==> config.mk <==
export PLATFORM = sky130hd
export DESIGN_NAME = mult_div_unit_flat
export DESIGN_NICKNAME = d
export VERILOG_FILES = /design/src/rtl/mult_div_unit_if.sv /design/src/rtl/mult_div_unit.sv /design/src/flat_wrapper.sv
export SDC_FILE = /design/constraint.sdc
export NUM_CORES = 1
export LEC_CHECK = 0
export ABC_AREA = 1
export BUFFER_PORTS_ARGS = -buffer_cell sky130_fd_sc_hd__buf_2
export CAP_MARGIN = 10
export CELL_PAD_IN_SITES_DETAIL_PLACEMENT = 2
export CELL_PAD_IN_SITES_GLOBAL_PLACEMENT = 2
export CORE_ASPECT_RATIO = 0.5
export CORE_MARGIN = 2
export CORE_UTILIZATION = 27
export DETAILED_ROUTE_END_ITERATION = 10
export HOLD_SLACK_MARGIN = 0.03
export PLACE_DENSITY_LB_ADDON = 0.3
export SYNTH_ARGS = -nofsm -noshare
export SYNTH_HDL_FRONTEND = slang
export SYNTH_SLANG_ARGS = --single-unit
==> constraint.sdc <==
create_clock -name clk -period 9.05 [get_ports clk]
set_clock_uncertainty 0.2 [all_clocks]
set_input_delay 1.81 -clock clk [delete_from_list [all_inputs] [get_ports clk]]
set_output_delay 1.81 -clock clk [all_outputs]
set_load 0.01 [all_outputs]
==> src/rtl/mult_div_unit_if.sv <==
// mult_div_unit_if: request/result bundle for the iterative multiply/divide unit
interface mult_div_unit_if #(parameter int WIDTH = 32);
    logic             start;
    logic [1:0]       op;
    logic [WIDTH-1:0] a;
    logic [WIDTH-1:0] b;
    logic             busy;
    logic             done;
    logic [WIDTH-1:0] hi;
    logic [WIDTH-1:0] lo;
    logic             div_zero;
    modport master (output start, op, a, b, input busy, done, hi, lo, div_zero);
    modport slave  (input start, op, a, b, output busy, done, hi, lo, div_zero);
endinterface

==> src/rtl/mult_div_unit.sv <==
// mult_div_unit: one-bit-per-cycle shift-add multiplier / restoring divider on magnitudes with sign fix-up
module mult_div_unit #(
    parameter int WIDTH = 32
) (
    input  logic            clk,
    input  logic            reset,
    mult_div_unit_if.slave  mdu
);
    localparam int CW = $clog2(WIDTH + 1);
    localparam logic [1:0] IDLE = 2'd0;
    localparam logic [1:0] CALC = 2'd1;
    localparam logic [1:0] FIX  = 2'd2;
    localparam logic [1:0] DONE = 2'd3;

    logic [1:0]         state_q, state_d;
    logic [1:0]         op_q, op_d;
    logic [WIDTH-1:0]   a_q, a_d, b_q, b_d;
    logic [WIDTH-1:0]   m_q, m_d, q_q, q_d, r_q, r_d;
    logic [WIDTH-1:0]   hi_q, hi_d, lo_q, lo_d;
    logic [CW-1:0]      cnt_q, cnt_d;
    logic               dz_q, dz_d;

    logic               a_neg, b_neg;
    logic [WIDTH:0]     mul_sum, div_sh, div_df;
    logic [2*WIDTH-1:0] prod_fix;

    // cnt_q==0 is a setup cycle (zero-divisor check, magnitudes); cnt 1..WIDTH are the iterations
    always_comb begin
        a_neg    = ~op_q[0] & a_q[WIDTH-1];
        b_neg    = ~op_q[0] & b_q[WIDTH-1];
        mul_sum  = {1'b0, r_q} + ({1'b0, m_q} & {(WIDTH+1){q_q[0]}});
        div_sh   = {r_q, q_q[WIDTH-1]};
        div_df   = div_sh - {1'b0, m_q};
        prod_fix = (a_neg ^ b_neg) ? -{r_q, q_q} : {r_q, q_q};
        state_d  = state_q;
        op_d     = op_q;
        a_d      = a_q;
        b_d      = b_q;
        m_d      = m_q;
        q_d      = q_q;
        r_d      = r_q;
        hi_d     = hi_q;
        lo_d     = lo_q;
        cnt_d    = cnt_q;
        dz_d     = dz_q;
        case (state_q)
            IDLE: if (mdu.start) begin
                op_d    = mdu.op;
                a_d     = mdu.a;
                b_d     = mdu.b;
                dz_d    = 1'b0;
                cnt_d   = '0;
                state_d = CALC;
            end
            CALC: if (cnt_q == '0) begin
                dz_d    = op_q[1] && (b_q == '0);
                state_d = (op_q[1] && (b_q == '0)) ? DONE : CALC;
                m_d     = b_neg ? -b_q : b_q;
                q_d     = a_neg ? -a_q : a_q;
                r_d     = '0;
                cnt_d   = CW'(1);
            end else begin
                r_d     = op_q[1] ? (div_df[WIDTH] ? div_sh[WIDTH-1:0] : div_df[WIDTH-1:0]) : mul_sum[WIDTH:1];
                q_d     = op_q[1] ? {q_q[WIDTH-2:0], ~div_df[WIDTH]} : {mul_sum[0], q_q[WIDTH-1:1]};
                cnt_d   = cnt_q + 1'b1;
                state_d = (cnt_q == CW'(WIDTH)) ? FIX : CALC;
            end
            FIX: begin
                hi_d    = op_q[1] ? (a_neg ? -r_q : r_q) : prod_fix[2*WIDTH-1:WIDTH];
                lo_d    = op_q[1] ? ((a_neg ^ b_neg) ? -q_q : q_q) : prod_fix[WIDTH-1:0];
                state_d = DONE;
            end
            default: state_d = IDLE;
        endcase
    end

    always_ff @(posedge clk or posedge reset) begin
        if (reset) begin
            state_q <= IDLE;
            op_q    <= '0;
            a_q     <= '0;
            b_q     <= '0;
            m_q     <= '0;
            q_q     <= '0;
            r_q     <= '0;
            hi_q    <= '0;
            lo_q    <= '0;
            cnt_q   <= '0;
            dz_q    <= 1'b0;
        end else begin
            state_q <= state_d;
            op_q    <= op_d;
            a_q     <= a_d;
            b_q     <= b_d;
            m_q     <= m_d;
            q_q     <= q_d;
            r_q     <= r_d;
            hi_q    <= hi_d;
            lo_q    <= lo_d;
            cnt_q   <= cnt_d;
            dz_q    <= dz_d;
        end
    end

    assign mdu.busy     = state_q != IDLE;
    assign mdu.done     = state_q == DONE;
    assign mdu.hi       = hi_q;
    assign mdu.lo       = lo_q;
    assign mdu.div_zero = dz_q;
endmodule

==> src/flat_wrapper.sv <==
// flat-port wrapper written by rule: the top's interface ports become plain ports
module mult_div_unit_flat 
#(
    parameter int WIDTH = 32
)
  (clk, reset, mdu_start, mdu_op, mdu_a, mdu_b, mdu_busy, mdu_done, mdu_hi, mdu_lo, mdu_div_zero);
  mult_div_unit_if #(.WIDTH(WIDTH)) mdu_i ();
  input  logic clk;
  input  logic reset;
  input wire logic [$bits(mdu_i.start)-1:0] mdu_start;
  input wire logic [$bits(mdu_i.op)-1:0] mdu_op;
  input wire logic [$bits(mdu_i.a)-1:0] mdu_a;
  input wire logic [$bits(mdu_i.b)-1:0] mdu_b;
  output wire logic [$bits(mdu_i.busy)-1:0] mdu_busy;
  output wire logic [$bits(mdu_i.done)-1:0] mdu_done;
  output wire logic [$bits(mdu_i.hi)-1:0] mdu_hi;
  output wire logic [$bits(mdu_i.lo)-1:0] mdu_lo;
  output wire logic [$bits(mdu_i.div_zero)-1:0] mdu_div_zero;
  assign mdu_i.start = mdu_start;
  assign mdu_i.op = mdu_op;
  assign mdu_i.a = mdu_a;
  assign mdu_i.b = mdu_b;
  assign mdu_busy = mdu_i.busy;
  assign mdu_done = mdu_i.done;
  assign mdu_hi = mdu_i.hi;
  assign mdu_lo = mdu_i.lo;
  assign mdu_div_zero = mdu_i.div_zero;
  mult_div_unit #(.WIDTH(WIDTH)) u_core (.clk(clk), .reset(reset), .mdu(mdu_i));
endmodule
==> results.toml, run 1 <==
[timing]
max_freq_mhz = 271
maxSlewHeadroom = 0.314
hold_viol = 0
fin_crit_ns = 3.69
timing.hold.ws_ns = 0.279
finalSetupViolations = 0
rsz0062_at_grt = "no"
setup_ws_ns = 5.36
drv_slew = 0
setup_tns_ns = 0
tightest_slew_ns = 1.03
fin_crit_sh = 0.408

[clock_network]
clk_pin_slew_ns = 0.07
cts_root_buffer = "clkbuf_16"
cts_max_path_buffers = 3
htreeDepth = 1
cts_buffers = 27
ctsHoldBuffers = 0
cts_setup_buffers = 0
cts_tree = "yes"
clkLatencyLatePin_ns = 0.61
clock-sinks = 235
post_cts_resized = 0

[layout]
antenna_cells = 0
final_util = 0.312
drive_gt1_frac = 0.0897
layout.nets = 3297
synthToLayoutAreaGrowth_pct = 13.2

[drt]
wl_per_cell_um = 20.5
drt-pass1-iter-count = 5
drt-initial-drc-count = 1182
drc_errors = 0
postRouteWirelength_um = 84300
routed_via_density = 5.05
wl_met2_um = 40800
wl_met3_um = 2340
dr.max_layer_used = "met4"
drtAntennaViolNets = 0
vias = 20800
drt-met1-wl_um = 39600

[floorplan]
pin_count = 136
start_util = 0.275
row_count = 68
die_w_um = 381
die_height_um = 192
dieArea_mm2 = 0.0732
core_mm2 = 0.0696

[placement]
gp_congestion = 0.920
dp_slack_ns = 5.41
portBuffers = 135
hpwl_um = 66200

[synthesis]
yosysTopAreaCell = "dfrtp_1"
synthAdderAreaFrac = 0.0478
synth_most_common_cell = "nand2_1"
ys_seq_area_frac = 0.307
synthCells = 3068
synth_compound_area_frac = 0.116
syn-cell-area_mm2 = 0.0192
synth.distinct_cells = 51
post_synth.cell_area_avg_um2 = 6.24
synth-simple-area-share = 0.393
yosys.area_share.xor_xnor = 0.0293
synth_top_area_frac = 0.307
async_reset_ff_frac = 1.00
muxShareOfSynthArea = 0
synthTopCellsByCount = "1055 x nand2_1, 421 x inv_1, 285 x nand3_1"
synthFlopType = "dfrtp_1"
ys_seq_elements = 235
yosys_warnings = 0
synth_top_family_by_area = "simple AND/OR/NAND/NOR gates"
synth.area.top_cells = "dfrtp_1 31%, nand2_1 21%, inv_1 8.2%"
synth_nets = 3209
synth_edf_count = 0

[worst_setup_path]
timing.rr.end = "u_core.mdu.hi[15]$_DFFE_PP0P_"
cp-end-kind = "flop"
crit_chain = "nor2_4, buf_4, inv_2, nand2_1, nand2_4, inv_4, nand2_2, inv_2, o21ai_1, nand2_1, nand2_1, nand3_1, nand2_1"
startpoint_type = "flop"
critPathSlowestCell = "buf_4"
reg2reg_depth = 13
critPathMaxFanout = 53
cpPeakStageDelay_ns = 0.53
critPathRequiredTime_ns = 9.34
reg2reg_slack_ns = 5.36
worstSetupPathType = "flop to flop"
r2r_start = "u_core.op_q[0]$_DFFE_PP0P_"
path_common_cell = "nand2_1"
arrival_ns = 3.98

[power]
power.total_mw = 10.0
peakVddDrop_mv = 0.178
power_leakage_nw = 11.2
power_density_mw_per_mm2 = 462

[hold_path]
min-delay-start = "u_core.mdu.hi[17]$_DFFE_PP0P_"
hold_class = "flop to flop"
hold_path_depth = 2
min_to = "u_core.mdu.hi[17]$_DFFE_PP0P_"

[job]
cap_violations = 0

[global_route]
grt_pass1_vias = 22600
grt_pass1_wl_um = 133000
grt_overflow_total = 0
grt_usage = 0.231
grt_max_degree = 157
antenna_found_initial = 3

[run_status]
outcome = "finished, final reports clean"
==> per-layer routing <==
metal / track usage / up-vias
li1: - / 9937
met5: 0 / -
met2: 0.414 / 259
met1: 0.304 / 10500
met4: 0.0442 / 0
met3: 0.0233 / 83
==> cell usage in the layout, fill, tap and decap left out, types with 6 or more instances in the layout <==
cell type and count:
o21bai_1 7, nand2_1 1055, o21ai_0 218, inv_2 9, clkbuf_16 27, nor2_2 12, nand3b_1 18, nand4_1 30
nand2_2 17, a31oi_1 23, or2_2 14, buf_4 17, o211ai_1 17, clkbuf_1 6, nor2_1 265, xnor2_1 14
nor3_2 6, o21ai_1 20, nor4_1 9, ha_1 70, nand2_4 7, xor2_1 50, nor3_1 23, dfrtp_1 234
o22ai_1 22, a21oi_1 84, nand3_1 285, inv_1 418, buf_2 135, nand3_2 8
==> flip-flops by register name (all words and copies together) (netlist names) <==
register             cells
u_core.a_q              32
u_core.b_q              32
u_core.m_q              32
u_core.mdu.hi           32
u_core.mdu.lo           32
u_core.q_q              32
u_core.r_q              32
u_core.cnt_q             6
u_core.op_q              2
u_core.state_q           2
u_core.mdu.div_zero      1
==> cell families (layout without fill, tap and decap cells) <==
logic type / count (synthesis) / count (layout)
compound gates: 408 / 408
flops: 235 / 235
buf+inv: 523 / 631
fa+ha+maj: 72 / 72
xor+xnor: 64 / 64
simple gates: 1766 / 1766
==> through the flow <==
step / std cells / cell area (um^2)
finish: 4121 / 21700
global route: 4121 / 21700
CTS: 4121 / 21700
detailed placement: 4072 / 20700
global placement: 4072 / 20700
floorplan: 3068 / 19200
==> worst max-delay path, delay by kind of cell (launching register included) <==
kind            cells  cell delay, ns
buf+inv             4            1.65
simple gates        8            0.96
flops               1            0.47
compound gates      1            0.25
==> where the power goes <==
part	internal (mW)	total, mW	switching (mW)
Sequential	1.55	2.30	0.749
Clock	0.707	1.23	0.526
Combinational	1.99	6.50	4.51
Total	4.25	10.0	5.78
==> worst max path at each step <==
stage,from,end,slack (ns),depth (start not counted)
2_1_floorplan,reset,u_core.a_q[0]$_DFFE_PP0P_,0.59,1
3_3_place_gp,reset,u_core.op_q[1]$_DFFE_PP0P_,5.47,3
3_5_place_dp,u_core.op_q[0]$_DFFE_PP0P_,u_core.mdu.hi[15]$_DFFE_PP0P_,5.41,13
4_1_cts,u_core.op_q[0]$_DFFE_PP0P_,u_core.mdu.hi[15]$_DFFE_PP0P_,5.36,13
5_1_grt,u_core.op_q[0]$_DFFE_PP0P_,u_core.mdu.hi[15]$_DFFE_PP0P_,5.10,13
6_report,u_core.op_q[0]$_DFFE_PP0P_,u_core.mdu.hi[15]$_DFFE_PP0P_,5.36,13
==> cell type report <==
type                            count  area, um^2
Multi-Input combinational cell   2310       11200
Inverter                          429        1620
Tap cell                          945        1180
Fill cell                        8686       47900
Timing Repair Buffer              153         823
Clock buffer                       38         767
Clock inverter                     11         179
Sequential cell                   235        5880
Power figures use the tool's default switching activity.
==> run 2, diff against run 1 <==
==> constraint.sdc (replaced) <==
create_clock -name clk -period 3.2 [get_ports clk]
set_clock_uncertainty 0.2 [all_clocks]
set_input_delay 0.64 -clock clk [delete_from_list [all_inputs] [get_ports clk]]
set_output_delay 0.64 -clock clk [all_outputs]
set_load 0.01 [all_outputs]
==> run 2 against run 1 <==
Compared with the run above:
- die area unchanged
- clock power increased to 2.6 times the previous value
- cell count is 3.2% higher
- combinational power rose to 3.1 times the previous value
- utilization increased by 1.7 points
- first-iteration DRC count fell by 2.5%
- largest cell class unchanged
==> results.toml, run 2 (synthesis results as in run 1) <==
[run_status]
outcome = "finished, final reports clean"

[clock_network]
clk_pin_slew_ns = 0.08
clock-sinks = 235
htreeDepth = 1
cts_buffers = 27
cts_max_path_buffers = 3
cts_root_buffer = "clkbuf_16"
clkLatencyLatePin_ns = 0.63
cts_tree = "yes"

[power]
comb_power_share = 0.688
peakVddDrop_mv = 0.561
p_int_mw = 12.5
power_density_mw_per_mm2 = 1290
power_frac_seq = 0.202
swShare = 0.576
p_clk_frac = 0.110
power_leakage_nw = 11.9
power_switching_mw = 17.0
power.total_mw = 29.6

[timing]
hold_viol = 0
max_freq_mhz = 329
timing.hold.ws_ns = 0.0593
maxSlewHeadroom = 0.477
fin_crit_ns = 3.04
setup_tns_ns = 0
finalSetupViolations = 0
fin_crit_sh = 0.949
drv_slew = 0
tightest_slew_ns = 0.777

[hold_path]
hold_class = "input pin to flop"

[layout]
fillers = 8598
final_cell_mix = "1055 x nand2_1, 418 x inv_1, 284 x nand3_1, 264 x nor2_1, 234 x dfrtp_1"
synthToLayoutAreaGrowth_pct = 19.3
drive_gt1_frac = 0.112
area.sequential_mm2 = 0.00588
layout.nets = 3427
final_common_cell = "nand2_1"
multi_input_area_mm2 = 0.0113
fin_cells = 4252
final_util = 0.328

[worst_setup_path]
arrival_ns = 3.34
critPathSlowestCell = "dfrtp_1"
startpoint_type = "flop"
critPathMaxFanout = 30
worstSetupPathType = "flop to flop"
critPathRequiredTime_ns = 3.50
crit_chain = "buf_8, nand2_1, inv_1, ha_1, nand2_1, nor2_1, inv_1, nor4_2, nand3_1, nand3_1, nand3_1, nand3_1, nand2_1"
path_common_cell = "nand3_1"
cp-end-kind = "flop"
cpPeakStageDelay_ns = 0.45

[placement]
gp_congestion = 0.940
portBuffers = 135
placed_cells = 4146
hpwl_um = 69300

[floorplan]
row_count = 68
pin_count = 136
die_height_um = 192
die_w_um = 381
start_util = 0.275
dieArea_mm2 = 0.0732
core_mm2 = 0.0696

[drt]
wl_per_cell_um = 20.8
postRouteWirelength_um = 88500
drtAntennaViolNets = 0
drt-initial-drc-count = 1153
vias = 21500
drt-pass1-iter-count = 5
routed_via_density = 5.07
drc_errors = 0

[global_route]
grt_usage = 0.243
antenna_found_initial = 5
grt_pass1_vias = 23600
grt_max_degree = 62
grt_pass1_wl_um = 139000
grt_overflow_total = 0

[job]
cap_violations = 0
run 2: cell types whose count changed in the layout (fill, tap and decap cells not counted), moves of 2 or more:
cell / previous run / this run
buf_4: 17 / 88
dlygate4sd3_1: 0 / 49
buf_12: 1 / 7
nand2_8: 0 / 4
bufinv_16: 4 / 1
clkinv_2: 3 / 5
run 2: through the flow:
stage	worst slack [ns]	instance area, um^2
after CTS	0.0303	22700
final	0.162	22900
after floorplan	-0.718	19200
after detailed placement	0.0857	21400
after global routing	-0.0209	22900
after global placement	0.123	21400
run 2: power groups by stage:
stage / clock (mW) / sequential [mW] / combinational (mW)
finish: 3.25 / 5.96 / 20.4
global route: 3.46 / 6.13 / 22.9
CTS: 3.36 / 5.99 / 19.9
detailed placement: 0 / 6.03 / 19.7
global placement: 0 / 5.99 / 19.1
floorplan: 0 / 5.64 / 12.8
run 2: final timing paths:
| kind | startpoint | to | slack (ns) | cells past startpoint |
|---|---|---|---|---|
| worst max-delay path | u_core.q_q[0]$_DFFE_PP0P_ | u_core.r_q[30]$_DFFE_PP0P_ | 0.16 | 13 |
| worst min-delay path | mdu_a[24] | u_core.a_q[24]$_DFFE_PP0P_ | 0.06 | 3 |
| worst max register to register | u_core.q_q[0]$_DFFE_PP0P_ | u_core.r_q[30]$_DFFE_PP0P_ | 0.16 | 13 |
| worst min register to register | u_core.mdu.hi[15]$_DFFE_PP0P_ | u_core.mdu.hi[15]$_DFFE_PP0P_ | 0.28 | 2 |
| max in group asynchronous | reset | u_core.m_q[4]$_DFFE_PP0P_ | 1.55 | 4 |
| min in group asynchronous | reset | u_core.r_q[3]$_DFFE_PP0P_ | 0.48 | 3 |
run 2: layer usage:
metal	GRT usage	vias up	share of wire	wire, um
met3	0.0383	117	0.050	4440
li1	-	10200	-	-
met5	0	-	0.00015	13
met2	0.430	366	0.48	42400
met1	0.308	10800	0.44	39200
met4	0.0670	2	0.027	2430
run 2: worst max-delay path: cells and delay by family, from the launching register on:
family                   cells  cell delay [ns]
adder cells (fa/ha/maj)      1             0.39
buffers and inverters        3             0.36
flip-flops                   1             0.45
AND/OR/NAND/NOR              9             1.49
run 2: timing repair:
item | CTS | global route
buffers inserted | 0 | 4
hold buffers | 49 | 0
endpoints found under the hold margin | 62 | 0
gates resized for setup | 0 | 12
setup endpoints to repair | 0 | 33
run 2: final cells by class:
| class | instances | share of cell area |
|---|---|---|
| clock inverter | 11 | 0.00471 |
| multi-input combinational | 2313 | 0.495 |
| sequential | 235 | 0.257 |
| clock buffer | 38 | 0.0336 |
| antenna | 1 | 0.000109 |
| timing repair buffer | 280 | 0.0867 |
| inverter | 429 | 0.0707 |
| tap | 945 | 0.0517 |
==> run 3, diff against run 2 <==
--- a/config.mk
+++ b/config.mk
@@ -13,6 +13,7 @@
 export CORE_ASPECT_RATIO = 0.5
 export CORE_MARGIN = 2
 export CORE_UTILIZATION = 27
+export CTS_BUF_LIST = sky130_fd_sc_hd__clkbuf_4
 export DETAILED_ROUTE_END_ITERATION = 10
 export HOLD_SLACK_MARGIN = 0.03
 export PLACE_DENSITY_LB_ADDON = 0.3
==> run 3 against run 2 <==
Compared with the run above:
- sequential share of layout area down 0.21 points
- total power down 0.27%
- worst setup slack better by 0.017 ns
- sequential cell count unchanged
- maximum frequency up 0.56%
- utilization up 0.27 points
- register-to-register slack better by 0.02 ns
- combinational power about the same
- first-iteration DRC count up 6.2%
- global-route usage up 0.47 points
- die area unchanged
- critical path depth unchanged
==> results.toml, run 3 (synthesis results as in run 1) <==
[global_route]
grt_util_met2 = 0.434
globalRouteMet1Util = 0.308
antenna_found_initial = 6
grtUsageMet3 = 0.0475
grt_pass1_vias = 24100
grt_usage = 0.248
grt_max_degree = 62
grt_pass1_wl_um = 141000
grt_overflow_total = 0
grt.busiest_layer = "met2"

[timing]
maxSlewHeadroom = 0.457
fin_crit_ns = 3.02
rsz0062_at_grt = "no"
finalSetupViolations = 0
timing.hold.ws_ns = 0.276
max_freq_mhz = 331
drv_slew = 0
tightest_slew_ns = 0.806
fin_crit_sh = 0.944
hold_viol = 0

[layout]
final_util = 0.331
layout.nets = 3487
final_cell_mix = "1054 x nand2_1, 417 x inv_1, 283 x nand3_1, 265 x nor2_1, 234 x dfrtp_1"
final_common_cell = "nand2_1"
fillers = 8615
drive_gt1_frac = 0.128
synthToLayoutAreaGrowth_pct = 20.3

[power]
power_leakage_nw = 12.0
power_density_mw_per_mm2 = 1280
peakVddDrop_mv = 0.400

[drt]
drtAntennaViolNets = 0
vias = 22000
drt-pass1-iter-count = 5
drt-initial-drc-count = 1224
wl_per_cell_um = 20.7
drc_errors = 0
routed_via_density = 5.06
postRouteWirelength_um = 89900

[floorplan]
dieArea_mm2 = 0.0732
die_w_um = 381
pin_count = 136
die_height_um = 192
start_util = 0.275
row_count = 68
core_mm2 = 0.0696

[worst_setup_path]
critPathRequiredTime_ns = 3.71
timing.rr.end = "u_core.r_q[30]$_DFFE_PP0P_"
cp-end-kind = "flop"
worstSetupPathType = "flop to flop"
critPathSlowestCell = "dfrtp_1"
path_common_cell = "nand3_1"
startpoint_type = "flop"
r2r_start = "u_core.q_q[0]$_DFFE_PP0P_"
reg2reg_depth = 13
critPathMaxFanout = 30
reg2reg_slack_ns = 0.18
crit_chain = "buf_8, nand2_1, inv_1, ha_1, nand2_1, nor2_1, inv_1, nor4_2, nand3_1, nand3_1, nand3_1, nand3_1, nand2_1"
arrival_ns = 3.53
cpPeakStageDelay_ns = 0.44

[run_status]
outcome = "finished, final reports clean"

[hold_path]
hold_path_depth = 2
hold_class = "flop to flop"
min_to = "u_core.mdu.hi[15]$_DFFE_PP0P_"
min-delay-start = "u_core.mdu.hi[15]$_DFFE_PP0P_"

[clock_network]
clk_pin_slew_ns = 0.07
clock-sinks = 235
cts_root_buffer = "clkbuf_4"
clkLatencyLatePin_ns = 0.86
cts_tree = "yes"
cts_max_path_buffers = 3
htreeDepth = 3
cts_buffers = 69

[placement]
hpwl_um = 69300
gp_congestion = 0.940
portBuffers = 135

[job]
cap_violations = 0
-- run 3: routing by layer --
metal  routed length (um)  vias to the layer above  part of all wire
li1                     -                    10400                 -
met3                 4260                      148             0.047
met4                 2580                        0             0.029
met5                    0                        -                 0
met2                43100                      402              0.48
met1                40000                    11000              0.45
-- run 3: worst max path at each step --
stage	slack (ns)	endpoint	start
after CTS	0.03	u_core.r_q[30]$_DFFE_PP0P_	u_core.q_q[0]$_DFFE_PP0P_
after detailed placement	0.09	u_core.r_q[28]$_DFFE_PP0P_	u_core.q_q[31]$_DFFE_PP0P_
after global placement	0.12	u_core.r_q[30]$_DFFE_PP0P_	u_core.q_q[0]$_DFFE_PP0P_
final	0.18	u_core.r_q[30]$_DFFE_PP0P_	u_core.q_q[0]$_DFFE_PP0P_
after global routing	0.004	u_core.r_q[29]$_DFFE_PP0P_	u_core.m_q[0]$_DFFE_PP0P_
after floorplan	-0.72	u_core.a_q[0]$_DFFE_PP0P_	reset
-- run 3: report_power, final --
| group | switching, mW | internal (mW) | total, mW | leakage, nW |
|---|---|---|---|---|
| clock network | 1.60 | 1.47 | 3.07 | 0.509 |
| logic | 14.0 | 6.42 | 20.5 | 8.56 |
| registers | 1.58 | 4.39 | 5.97 | 2.94 |
| total | 17.2 | 12.3 | 29.5 | 12.0 |
-- run 3: what timing repair did --
action | CTS | global route
buffers inserted | 0 | 3
setup endpoints to repair | 1 | 33
hold buffers | 68 | 0
pin swaps | 0 | 4
resized for setup | 1 | 14
endpoints found under the hold margin | 82 | 0
cloned | 0 | 3
-- run 3: layout make-up --
| class | count | area, um^2 | area share |
|---|---|---|---|
| Multi-Input combinational cell | 2313 | 11300 | 0.492 |
| Sequential cell | 235 | 5880 | 0.255 |
| Timing Repair Buffer | 298 | 2160 | 0.0939 |
| Inverter | 429 | 1620 | 0.0701 |
| Tap cell | 945 | 1180 | 0.0513 |
| Clock buffer | 95 | 713 | 0.0309 |
| Clock inverter | 24 | 145 | 0.00630 |
| Antenna cell | 2 | 5.00 | 0.000217 |
-- run 3: worst max-delay path: cells and delay by family, from the launching register on --
kind / cells / cell delay (ns)
flip-flops: 1 / 0.44
AND/OR/NAND/NOR: 9 / 1.50
buffers and inverters: 3 / 0.36
adder cells (fa/ha/maj): 1 / 0.39
-- run 3: through the flow --
| step | setup slack, ns | instance area (um^2) | cells | TNS, ns | power [mW] |
|---|---|---|---|---|---|
| after floorplan | -0.718 | 19200 | 3068 | -168.70 | 18.5 |
| after global placement | 0.123 | 21400 | 4146 | 0 | 25.1 |
| after detailed placement | 0.0857 | 21400 | 4146 | 0 | 25.7 |
| after CTS | 0.0327 | 22900 | 4333 | 0 | 29.1 |
| after global routing | 0.00388 | 23000 | 4341 | 0 | 32.5 |
| final | 0.179 | 23000 | 4341 | 0 | 29.5 |
